`src/rtl/uart_load_monitor.sv`:
```
// Observes UART loader writes: tracks the load state, word count, checksum and address history,
// flags addresses that do not step sequentially, and muxes a selectable value onto the display word.
//
// state     | meaning
// ----------+-----------------------------------------------------------------
// S_IDLE    | no write accepted since reset; load_done is ignored
// S_LOADING | a load is in progress; accepted writes are accumulated
// S_DONE    | load_done rose; results are held until the next accepted write
module uart_load_monitor #(
  parameter int ADDR_W         = 32,
  parameter int DATA_W         = 32,
  parameter int DISP_W         = 32,
  parameter int CNT_W          = 16,
  parameter int HIST_DEPTH     = 4,
  parameter int ADDR_STEP      = 4,
  parameter int SKIP_ZERO_ADDR = 0
) (
  input  logic                          clk,
  input  logic                          reset,
  input  logic                          wr_valid,
  input  logic [ADDR_W-1:0]             wr_addr,
  input  logic [DATA_W-1:0]             wr_data,
  input  logic                          load_done,
  input  logic [2:0]                    mode,
  input  logic [$clog2(HIST_DEPTH)-1:0] hist_sel,
  input  logic                          freeze,
  output logic [DISP_W-1:0]             disp_value,
  output logic [CNT_W-1:0]              word_count,
  output logic [DATA_W-1:0]             checksum,
  output logic                          seq_err,
  output logic                          busy,
  output logic                          done
);

  localparam int HW = $clog2(HIST_DEPTH);

  typedef enum logic [1:0] {
    S_IDLE    = 2'd0,
    S_LOADING = 2'd1,
    S_DONE    = 2'd2
  } state_t;

  state_t            state;
  logic [ADDR_W-1:0] last_addr;
  logic [DATA_W-1:0] last_data;
  logic [ADDR_W-1:0] history [HIST_DEPTH];
  logic [HW-1:0]     wr_ptr;
  logic              load_done_q;

  logic              accept;
  logic              done_rise;
  logic [HW-1:0]     rd_idx;
  logic [ADDR_W-1:0] hist_rd;
  logic [DISP_W-1:0] disp_mux;

  assign accept    = wr_valid && !((SKIP_ZERO_ADDR != 0) && (wr_addr == '0));
  assign done_rise = load_done && !load_done_q;

  // wr_ptr points at the next free slot, so the newest entry sits one behind it.
  assign rd_idx  = wr_ptr - HW'(1) - hist_sel;
  assign hist_rd = history[rd_idx];

  always_comb begin
    disp_mux = '0;
    case (mode)
      3'd0:    disp_mux = DISP_W'(last_addr);
      3'd1:    disp_mux = DISP_W'(last_data);
      3'd2:    disp_mux = DISP_W'(word_count);
      3'd3:    disp_mux = DISP_W'(checksum);
      3'd4:    disp_mux = DISP_W'(hist_rd);
      3'd5:    disp_mux = DISP_W'({state, seq_err, word_count});
      default: disp_mux = '0;
    endcase
  end

  always_ff @(posedge clk) begin
    if (reset) begin
      state       <= S_IDLE;
      busy        <= 1'b0;
      done        <= 1'b0;
      last_addr   <= '0;
      last_data   <= '0;
      word_count  <= '0;
      checksum    <= '0;
      seq_err     <= 1'b0;
      wr_ptr      <= '0;
      load_done_q <= 1'b0;
      disp_value  <= '0;
      for (int i = 0; i < HIST_DEPTH; i++) history[i] <= '0;
    end else begin
      load_done_q <= load_done;
      if (!freeze) disp_value <= disp_mux;

      case (state)
        S_IDLE, S_DONE: begin
          // A new load starts from a clean slate with this write as its first word.
          if (accept) begin
            state      <= S_LOADING;
            busy       <= 1'b1;
            done       <= 1'b0;
            last_addr  <= wr_addr;
            last_data  <= wr_data;
            word_count <= CNT_W'(1);
            checksum   <= wr_data;
            seq_err    <= 1'b0;
            wr_ptr     <= HW'(1);
            for (int i = 0; i < HIST_DEPTH; i++) history[i] <= (i == 0) ? wr_addr : '0;
          end
        end
        S_LOADING: begin
          if (accept) begin
            if (wr_addr != last_addr + ADDR_W'(ADDR_STEP)) seq_err <= 1'b1;
            if (word_count != '1) word_count <= word_count + CNT_W'(1);
            last_addr       <= wr_addr;
            last_data       <= wr_data;
            checksum        <= checksum + wr_data;
            history[wr_ptr] <= wr_addr;
            wr_ptr          <= wr_ptr + HW'(1);
          end
          if (done_rise) begin
            state <= S_DONE;
            busy  <= 1'b0;
            done  <= 1'b1;
          end
        end
        default: begin
          state <= S_IDLE;
          busy  <= 1'b0;
          done  <= 1'b0;
        end
      endcase
    end
  end

endmodule

```
`config.mk`:
```
export PLATFORM = sky130hd
export DESIGN_NAME = uart_load_monitor
export DESIGN_NICKNAME = d
export VERILOG_FILES = /design/src/rtl/uart_load_monitor.sv
export SDC_FILE = /design/constraint.sdc
export NUM_CORES = 1
export LEC_CHECK = 0
export CAP_MARGIN = 5
export CORE_ASPECT_RATIO = 1.75
export CORE_UTILIZATION = 42
export CTS_CLUSTER_SIZE = 40
export DETAILED_ROUTE_END_ITERATION = 7
export GPL_TIMING_DRIVEN = 0
export SETUP_SLACK_MARGIN = 0.1
export SYNTH_ARGS = -nofsm -noshare
export SYNTH_HDL_FRONTEND = slang
export SYNTH_SLANG_ARGS = --single-unit
```
`constraint.sdc`:
```
create_clock -name clk -period 4.6 [get_ports clk]
set_input_delay 0.69 -clock clk [delete_from_list [all_inputs] [get_ports clk]]
set_output_delay 0.69 -clock clk [all_outputs]
set_load 0.01 [all_outputs]
```
Word-level counts from Yosys, hierarchy flattened

Memories as Yosys holds them, arrays and structs flattened.
Cells that the tools add are included.

Register bits after elaboration: 152
Latch bits: 0
Bits in writable memories: 128
Bits in read-only memories: 0
Bits of input ports: 74
Word-level logic and storage cells: 87
Memories kept: 1

$add $sub $neg: 6
Multiply operators: 0
Div/mod/pow operators: 0
$lt $le $gt $ge: 0
Equality and inequality tests: 14
Shift-type cells: 0
Multiplexer cells: 38
Bitwise operators: 4
Reduce and logical (&&, ||, !) cells: 13

Memories:

| name    | depth | width | rd ports | clocked after Yosys merged registers in | wr ports | line | text |
|---|---|---|---|---|---|---|---|
| history | 4     | 32    | 1        | 0                                       | 4        | 46   | `logic [ADDR_W-1:0] history [HIST_DEPTH];` |

Operator list:

| operator                | count |
|---|---|
| $mux W32                | 7 |
| $pmux W32 S6            | 1 |
| $pmux W32 S2            | 1 |
| $mux W16                | 3 |
| $add A32 B3 Y32 const B | 1 |
| $add A32 B32 Y32        | 1 |
| $ne A32 B32 Y1          | 1 |
| $pmux W16 S2            | 1 |
| $reduce_or A32 Y1       | 1 |
| $add A16 B1 Y16 const B | 1 |
| $mux W1                 | 16 |
| $ne A16 B16 Y1 const B  | 1 |
| $ne A2 B2 Y1 const B    | 5 |
| $mux W2                 | 4 |
| $pmux W2 S2             | 2 |
| $reduce_and A4 Y1       | 2 |
| $eq A3 B2 Y1 const B    | 2 |
| $eq A3 B3 Y1 const B    | 2 |
| $pmux W1 S2             | 3 |
| $or A1 B1 Y1            | 4 |
| $reduce_and A2 Y1       | 2 |
| $eq A3 B1 Y1 const B    | 1 |
| $logic_not A3 Y1        | 1 |
| $reduce_and A3 Y1       | 1 |
| other kinds (11)        | 11 |

Logic depth before layout (Yosys ltp)

Gate-level depths: netlist of the first run.

Depth after elaboration: 7
Depth in mapped cells: 13

Worst setup path after synthesis of the first run

No wires, ideal clock.

Path type: in2reg
Start: in hist_sel[0]
End: reg disp_value[24]
Setup time: 0.128 ns
Arrival: 2.991 ns
Required time: 4.472 ns
Setup slack: 1.481 ns
Stages: 10
Path buffers: 3
Cells stage by stage: inv_1 ha_1 clkbuf_1 buf_1 buf_2 mux4_2 a21oi_1 nor2_1 a21oi_1 nor2_1

Word-level cells in the longest chain between the ends: 3

RTL lines:

| what                 | line | text |
|---|---|---|
| from (decl)          | 25   | `input logic [$clog2(HIST_DEPTH)-1:0] hist_sel,` |
| $sub A2 B2 Y2        | 60   | `assign rd_idx = wr_ptr - HW'(1) - hist_sel;` |
| $mem_v2 Z4 W32       | --   |  |
| $pmux W32 S6         | 65   | `case (mode)` |
| to (signal assigned) | 92   | `if (!freeze) disp_value <= disp_mux;` |
| to (decl)            | 27   | `output logic [DISP_W-1:0] disp_value,` |

Every way passes these cells.
A chain may end at the register's enable or synchronous reset.

Worst setup path after layout of the first run

Start: in hist_sel[0]
End: reg disp_value[22]

The elaborated chain is that of the path after synthesis.

==> results.cfg, run 1 <==
[synthesis]
netlist_instances = 1573
synth_edf_count = 128
ys_warn_count = 0
syn_area_um2 = 14800
synth_seq_area_share = 0.463
syn-num-nets = 1686
synth_cell_types = 69
dominantRegCellSynth = dfxtp_1
async_flop_share = 0
ys_ff_latch = 279
syn_avg_cell_area_um2 = 9.43

[sta]
relSlewSlack = 0.314
finalCriticalPeriod_ns = 3.75
hold_viol = 0
clock.fmax_mhz = 267
rsz0062_at_grt = false
finClkSkew_ns = 0.0120
max_slew.worst_pin.slew_ns = 1.03
slew_viol_final = 0
timing.final.crit_share = 0.815
finalSetupTns_ns = 0
finalSetupViolCount = 0
fin_ws_ns = 0.852

[worst_setup_path]
end_kind = register
crit_required_ns = 5.02
critPathKind = input port to register
cp-start-kind = input port
crit_fanout = 10
arrival_ns = 4.17

[global_route]
top_usage_layer = met2
grtUsageMet3 = 0.0239
gr-usage-met2 = 0.516
grt_pass1_wl_mm = 74.8
grt_pass1_vias = 13000
antenna_found_initial = 0
grt_usage = 0.279
use_met1 = 0.309
grt_overflow_total = 0
grt_max_degree = 33

[power_and_ir_drop]
power_w = 0.00621
power_density_nw_per_um2 = 349
p_leak_nw = 6.95
peakVddDrop_uv = 271

[clock_tree]
postCtsHoldBufs = 0
root_buffer = clkbuf_16
clkTransAtPathRegs_ns = 0.06
numClockSinks = 279
insertion_delay_ns = 0.56
cts_tree = built
post-cts-setup-buffer-count = 0
htreeDepth = 1
cts_buffer_depth = 3
cts_resized = 0
numCtsBuffers = 26

[layout]
num_antenna_cells = 0
drive_gt1_frac = 0.0560
syn2layout_area_growth_pct = 20.0
nNetsFinal = 1861
post_layout_nonfiller_instances = 2228
mostFrequentLayoutCells = nand2_1 (205), a21oi_1 (179), nor2_1 (176), dfxtp_1 (151), clkdlybuf4s50_1 (146)
layout_commonest_cell = nand2_1

[floorplan]
die_area_um2 = 36100
die_w_um = 144
initial_utilization = 0.429
die_h_um = 251
core_um2 = 34600
ios = 157
rows = 90

[placement]
pre_cts_ws_ns = 0.213
dp_hpwl_mm = 38.4
port_buffers = 146
gp_congestion = 0.902
numPlacedInstances = 2180

[route]
dr.pass1.iters = 5
drcViolationCount = 0
dr_total_vias = 12800
via_per_inst = 5.73
wire_per_inst_um = 22.3
first_iter_violations = 737
postRouteAntennaNets = 0
drt-total-wl_mm = 49.6

[worst_hold_path]
min_path_type = register to register

[run_status]
status = completed

[flow_run]
max_cap_violations = 0
==> registers in the layout (all words and copies together), names as in the netlist <==
signal and flops:
history 128, checksum 32, disp_value 32, last_addr 32, last_data 32, word_count 16
wr_ptr 2, busy 1, done 1, load_done_q 1, seq_err 1, state 1
==> worst max-delay path, cell delays in order <==
cell and delay (ns):
clkdlybuf4s50_1 0.46, inv_1 0.05, ha_1 0.19, xnor2_1 0.13
xnor2_1 0.44, clkbuf_1 0.63, clkbuf_1 0.58, mux4_2 0.45
a21oi_1 0.27, nor2_1 0.08, a21oi_1 0.15, nor2_1 0.05
==> cell families after synthesis <==
logic type,Yosys count,synth area share
compound gates,339,0.143
xor+xnor,79,0.0467
mux,74,0.0802
fa+ha+maj,39,0.0334
simple gates,623,0.198
flops,279,0.463
buf+inv,140,0.0356
==> where the power goes <==
| group | total, W | switching (W) | internal [W] | leakage [nW] |
|---|---|---|---|---|
| registers | 0.00285 | 0.000109 | 0.00274 | 2.64 |
| clock network | 0.00226 | 0.000978 | 0.00128 | 0.454 |
| logic | 0.00111 | 0.000646 | 0.000461 | 3.85 |
==> metrics by stage <==
| stage | hold WS, ns | area, um^2 | util |
|---|---|---|---|
| floorplan | 0.433 | 14800 | - |
| global placement | 0.444 | 16900 | 0.488 |
| global route | 0.479 | 17800 | 0.515 |
| CTS | 0.464 | 17800 | 0.515 |
| detailed placement | 0.449 | 16900 | 0.489 |
| finish | 0.462 | 17800 | 0.515 |
==> path summary, 6_finish.rpt <==
kind | start | end | slack [ns] | cells past startpoint
max | hist_sel[0] | disp_value[22]$_SDFFE_PP0N_ | 0.85 | 12
max reg2reg | wr_ptr[0]$_SDFFE_PP0P_ | disp_value[22]$_SDFFE_PP0N_ | 0.99 | 10
min | last_data[9]$_SDFFE_PP0P_ | last_data[9]$_SDFFE_PP0P_ | 0.46 | 2
min reg2reg | last_data[9]$_SDFFE_PP0P_ | last_data[9]$_SDFFE_PP0P_ | 0.46 | 2
==> cells in the mapped netlist, drive strengths merged (34+ instances only) <==
cell type | instances | area share
nor2 | 176 | 0.045
a21oi | 179 | 0.060
mux4 | 35 | 0.053
and2 | 35 | 0.015
o21ai | 37 | 0.013
xnor2 | 48 | 0.028
nand2 | 205 | 0.052
ha | 38 | 0.032
mux2i | 34 | 0.023
dfxtp | 151 | 0.20
and3 | 103 | 0.043
clkbuf | 105 | 0.027
edfxtp | 128 | 0.26
==> routing by layer <==
metal / part of all wire / wire length [um]
met2: 0.53 / 26400
met1: 0.37 / 18600
met3: 0.041 / 2050
met5: 0 / 0
met4: 0.053 / 2610
==> layout make-up <==
class	count	area [um^2]
buffer	116	438
clock buffer	41	860
tap	460	576
multi-input combinational	1154	7440
sequential	279	6870
inverter	24	90.1
timing repair buffer	147	1490
clock inverter	7	33.8
fill	3227	16800
(Power assumes the default switching activity.)
==> inputs of run 2 (changes only) <==
==> constraint.sdc (replaced) <==
create_clock -name clk -period 3.7 [get_ports clk]
set_input_delay 0.555 -clock clk [delete_from_list [all_inputs] [get_ports clk]]
set_output_delay 0.555 -clock clk [all_outputs]
set_load 0.01 [all_outputs]
==> run 2 against run 1 <==
Effect of this change:
- combinational power grew 24%
- largest power group unchanged
- critical path type unchanged
- global-route usage is the same
- total power grew 24%
- count of clock-buffer cells in the layout is the same
- clock power grew 24%
==> results.cfg, run 2 (synthesized netlist as in run 1, its figures left out) <==
[route]
dr.pass1.iters = 7
postRouteAntennaNets = 0
drt-total-wl_mm = 49.6
first_iter_violations = 730
via_per_inst = 5.72
dr_total_vias = 12700
wire_per_inst_um = 22.3
drcViolationCount = 0

[sta]
finalCriticalPeriod_ns = 3.48
max_slew.worst_pin.slew_ns = 1.07
finalSetupViolCount = 0
hold_viol = 0
slew_viol_final = 0
relSlewSlack = 0.284
rsz0062_at_grt = false
clock.fmax_mhz = 287
finClkSkew_ns = 0.00865
fin_ws_ns = 0.221
timing.final.crit_share = 0.940

[power_and_ir_drop]
peakVddDrop_uv = 338
power_density_nw_per_um2 = 434
p_leak_nw = 6.95

[clock_tree]
cts_tree = built
numCtsBuffers = 26
post-cts-setup-buffer-count = 0
root_buffer = clkbuf_16
cts_resized = 2
postCtsHoldBufs = 0
insertion_delay_ns = 0.55
cts_buffer_depth = 3
htreeDepth = 1
numClockSinks = 279
clkTransAtPathRegs_ns = 0.07

[placement]
pre_cts_ws_ns = -0.552
dp_hpwl_mm = 38.4
port_buffers = 146
gp_congestion = 0.902

[worst_setup_path]
arrival_ns = 3.91
cp-start-kind = input port
end_kind = register
crit_required_ns = 4.13
crit_fanout = 3
timing.critical_path.from = wr_data[0]
critPathKind = input port to register
r2r-start = wr_ptr[0]$_SDFFE_PP0P_

[layout]
drive_gt1_frac = 0.0577
syn2layout_area_growth_pct = 20.1
nNetsFinal = 1861
largest_reg_flops = 128
num_antenna_cells = 0
fin_util = 0.515
regMostFlops = history
mostFrequentLayoutCells = nand2_1 (205), a21oi_1 (179), nor2_1 (176), dfxtp_1 (151), clkdlybuf4s50_1 (146)
layout_commonest_cell = nand2_1
fill_cells = 3230

[global_route]
grt_overflow_total = 0
grt_usage = 0.279
antenna_found_initial = 0
use_met1 = 0.309
grt_pass1_wl_mm = 74.8
gr-usage-met2 = 0.516
grt_pass1_vias = 13000
top_usage_layer = met2
grtUsageMet3 = 0.0239
grt_max_degree = 33

[floorplan]
ios = 157
die_h_um = 251
initial_utilization = 0.429
die_area_um2 = 36100
rows = 90
core_um2 = 34600
die_w_um = 144

[flow_run]
max_cap_violations = 0

[worst_hold_path]
min_path_type = input port to register
hold_start = wr_addr[27]

[run_status]
status = completed
run 2: area by class of cell:
| class | instances | area, um^2 | share of cell area |
|---|---|---|---|
| inverters | 24 | 90.1 | 0.00506 |
| multi-input cells | 1154 | 7450 | 0.418 |
| well taps | 460 | 576 | 0.0323 |
| clock inverters | 7 | 33.8 | 0.00190 |
| repair buffers | 147 | 1490 | 0.0836 |
| plain buffers | 116 | 447 | 0.0251 |
| clock buffers | 41 | 860 | 0.0483 |
| flip-flops and latches | 279 | 6870 | 0.386 |
run 2: worst paths after layout:
kind | to | slack (ns) | cells after the start
worst max-delay path | checksum[28]$_SDFFE_PP0P_ | 0.22 | 14
worst min-delay path | last_addr[27]$_SDFFE_PP0P_ | 0.39 | 3
worst max register to register | disp_value[22]$_SDFFE_PP0N_ | 0.30 | 10
worst min register to register | last_data[9]$_SDFFE_PP0P_ | 0.46 | 2
run 2: critical path: stages:
cell and delay, ns:
clkdlybuf4s50_1 0.55, ha_1 0.25, inv_1 0.07, fa_1 0.40
nor2b_1 0.18, o21a_1 0.16, o21ai_0 0.13, a21oi_1 0.33
o21ai_0 0.28, nand2_1 0.21, a21oi_1 0.13, a311oi_2 0.32
mux2i_1 0.25, a21oi_1 0.08
run 2: report_power, final:
group | switching (W) | internal (W)
clock network | 0.00122 | 0.00159
logic | 0.000804 | 0.000575
registers | 0.000135 | 0.00340
run 2: metal layers:
layer | wire length [um] | share of wire
met5 | 0 | 0
met4 | 2710 | 0.055
met3 | 2070 | 0.042
met2 | 26200 | 0.53
met1 | 18600 | 0.38
run 2: per-stage QoR:
stage / cells / TNS (ns) / power (W) / area [um^2] / hold slack (ns)
after CTS: 2228 / 0 / 0.00774 / 17800 / 0.378
after global routing: 2228 / 0 / 0.00798 / 17800 / 0.420
final: 2228 / 0 / 0.00772 / 17800 / 0.393
after detailed placement: 2180 / -6.79 / 0.00497 / 16900 / 0.449
after global placement: 2179 / -40.45 / 0.00494 / 16900 / 0.444
after floorplan: 1573 / 0 / 0.00440 / 14800 / 0.433
==> inputs of run 3 (changes only) <==
--- a/config.mk
+++ b/config.mk
@@ -8,8 +8,10 @@
 export CAP_MARGIN = 5
 export CORE_ASPECT_RATIO = 1.75
 export CORE_UTILIZATION = 42
+export CTS_CLUSTER_DIAMETER = 120
 export CTS_CLUSTER_SIZE = 40
 export DETAILED_ROUTE_END_ITERATION = 7
+export GPL_ROUTABILITY_DRIVEN = 0
 export GPL_TIMING_DRIVEN = 0
 export SETUP_SLACK_MARGIN = 0.1
 export SYNTH_ARGS = -nofsm -noshare
==> run 3 against run 2 <==
Effect of this change:
- sequential cell count is the same
- count of clock-buffer cells in the layout shrank 26
- critical path type unchanged
- setup slack gained 0.039 ns
- design area shrank 3.4%
- critical endpoint is now checksum[26]$_SDFFE_PP0P_
- critical path depth is the same
- die area is the same
==> results.cfg, run 3 (synthesized netlist as in run 1, its figures left out) <==
[flow_run]
max_cap_violations = 0

[worst_setup_path]
r2r_end = checksum[26]$_SDFFE_PP0P_
r2r-start = checksum[0]$_SDFFE_PP0P_
crit_required_ns = 4.13
cp-start-kind = input port
end_kind = register
critPathKind = input port to register
arrival_ns = 3.87
r2r_cells = 13
crit_fanout = 3
rrSetupSlack_ns = 0.43
timing.critical_path.from = wr_data[0]
endpoint = checksum[26]$_SDFFE_PP0P_

[route]
dr_total_vias = 12600
drt-total-wl_mm = 49.0
via_per_inst = 5.73
wire_per_inst_um = 22.3
drcViolationCount = 0
postRouteAntennaNets = 0
dr.pass1.iters = 6
first_iter_violations = 855

[layout]
mostFrequentLayoutCells = nand2_1 (205), a21oi_1 (178), nor2_1 (176), dfxtp_1 (151), clkdlybuf4s50_1 (146)
layout_commonest_cell = nand2_1
seq_area_um2 = 6870
fin_util = 0.498
syn2layout_area_growth_pct = 16.0
regMostFlops = history
nNetsFinal = 1844
num_antenna_cells = 0
largest_reg_flops = 128
multiInputGateArea_um2 = 7450
drive_gt1_frac = 0.0409
fill_cells = 3359

[sta]
finalCriticalPeriod_ns = 3.44
timing.final.crit_share = 0.930
relSlewSlack = 0.309
finClkSkew_ns = 0.0204
max_slew.worst_pin.slew_ns = 1.04
slew_viol_final = 0
finalSetupViolCount = 0
hold_viol = 0
clock.fmax_mhz = 291
rsz0062_at_grt = false

[global_route]
grt_usage = 0.276
grt_overflow_total = 0
grt_max_degree = 42
antenna_found_initial = 0
grt_pass1_wl_mm = 73.7
grt_pass1_vias = 12800

[clock_tree]
clkTransAtPathRegs_ns = 0.15
cts_tree = built
insertion_delay_ns = 0.51
htreeDepth = 1
numCtsBuffers = 10
cts_buffer_depth = 3
postCtsHoldBufs = 0
numClockSinks = 279
root_buffer = clkbuf_16

[floorplan]
core_um2 = 34600
rows = 90
initial_utilization = 0.429
die_w_um = 144
die_h_um = 251
die_area_um2 = 36100
ios = 157

[power_and_ir_drop]
power_density_nw_per_um2 = 373
power_w = 0.00642
p_leak_nw = 6.64
peakVddDrop_uv = 286

[placement]
port_buffers = 146
dp_hpwl_mm = 38.4

[run_status]
status = completed

[worst_hold_path]
min_path_type = input port to register
## run 3: cell count changes in the layout (fill, tap and decap cells not counted), moves of 3 or more
cell,change
clkbuf_16,-17
clkbuf_8,-11
clkinv_2,-3
inv_1,-3
## run 3: timing repair
action / in CTS / in global routing
setup buffers: 0 / 0
gates resized for setup: 3 / 2
endpoints found under the setup margin: 2 / 3
## run 3: how the worst min path moves through the flow
stage                               start                    endpoint  slack (ns)  cells after the start
6_report                      wr_addr[27]  last_addr[27]$_SDFFE_PP0P_        0.42                      3
5_1_grt                        wr_addr[4]   last_addr[4]$_SDFFE_PP0P_        0.46                      3
4_1_cts                       wr_addr[27]  last_addr[27]$_SDFFE_PP0P_        0.40                      3
3_5_place_dp    last_data[3]$_SDFFE_PP0P_   last_data[3]$_SDFFE_PP0P_        0.45                      2
3_3_place_gp   last_data[31]$_SDFFE_PP0P_  last_data[31]$_SDFFE_PP0P_        0.44                      2
2_1_floorplan  last_data[16]$_SDFFE_PP0P_  last_data[16]$_SDFFE_PP0P_        0.43                      2
## run 3: through the flow
step	area (um^2)	setup TNS [ns]	instances	setup slack [ns]	hold WS, ns
6_report	17200	0	2195	0.260	0.418
2_1_floorplan	14800	0	1573	0.716	0.433
5_1_grt	17200	0	2195	0.104	0.457
3_3_place_gp	16900	-44.69	2179	-0.464	0.444
3_5_place_dp	16900	-6.48	2180	-0.487	0.453
4_1_cts	17200	0	2196	0.129	0.403
## run 3: layer usage
layer  up-vias  GRT usage  routed length (um)
met5         -          0                   0
met4         0      0.124                2210
met3       105     0.0191                2180
met2       411      0.514               26100
met1      6110      0.315               18400
li1       5946          -                   -
## run 3: final cells by class
cell class	count	area share
plain buffers	115	0.0258
multi-input cells	1154	0.433
inverters	24	0.00524
well taps	460	0.0335
clock buffers	15	0.0169
repair buffers	147	0.0861
clock inverters	1	0.000218
flip-flops and latches	279	0.399
## run 3: power by group
group	internal, W	switching, W
sequential	0.00340	0.000136
clock	0.000558	0.000949
combinational	0.000574	0.000801
## run 3: worst max-delay path: stages
cell             delay (ns)
clkdlybuf4s50_1        0.49
ha_1                   0.29
inv_1                  0.09
fa_1                   0.20
nor2b_1                0.06
o21a_1                 0.18
o21ai_0                0.34
a21oi_2                0.15
o21ai_0                0.44
nand2_1                0.19
a21oi_1                0.29
a311oi_2               0.19
xnor2_1                0.17
a221oi_1               0.24
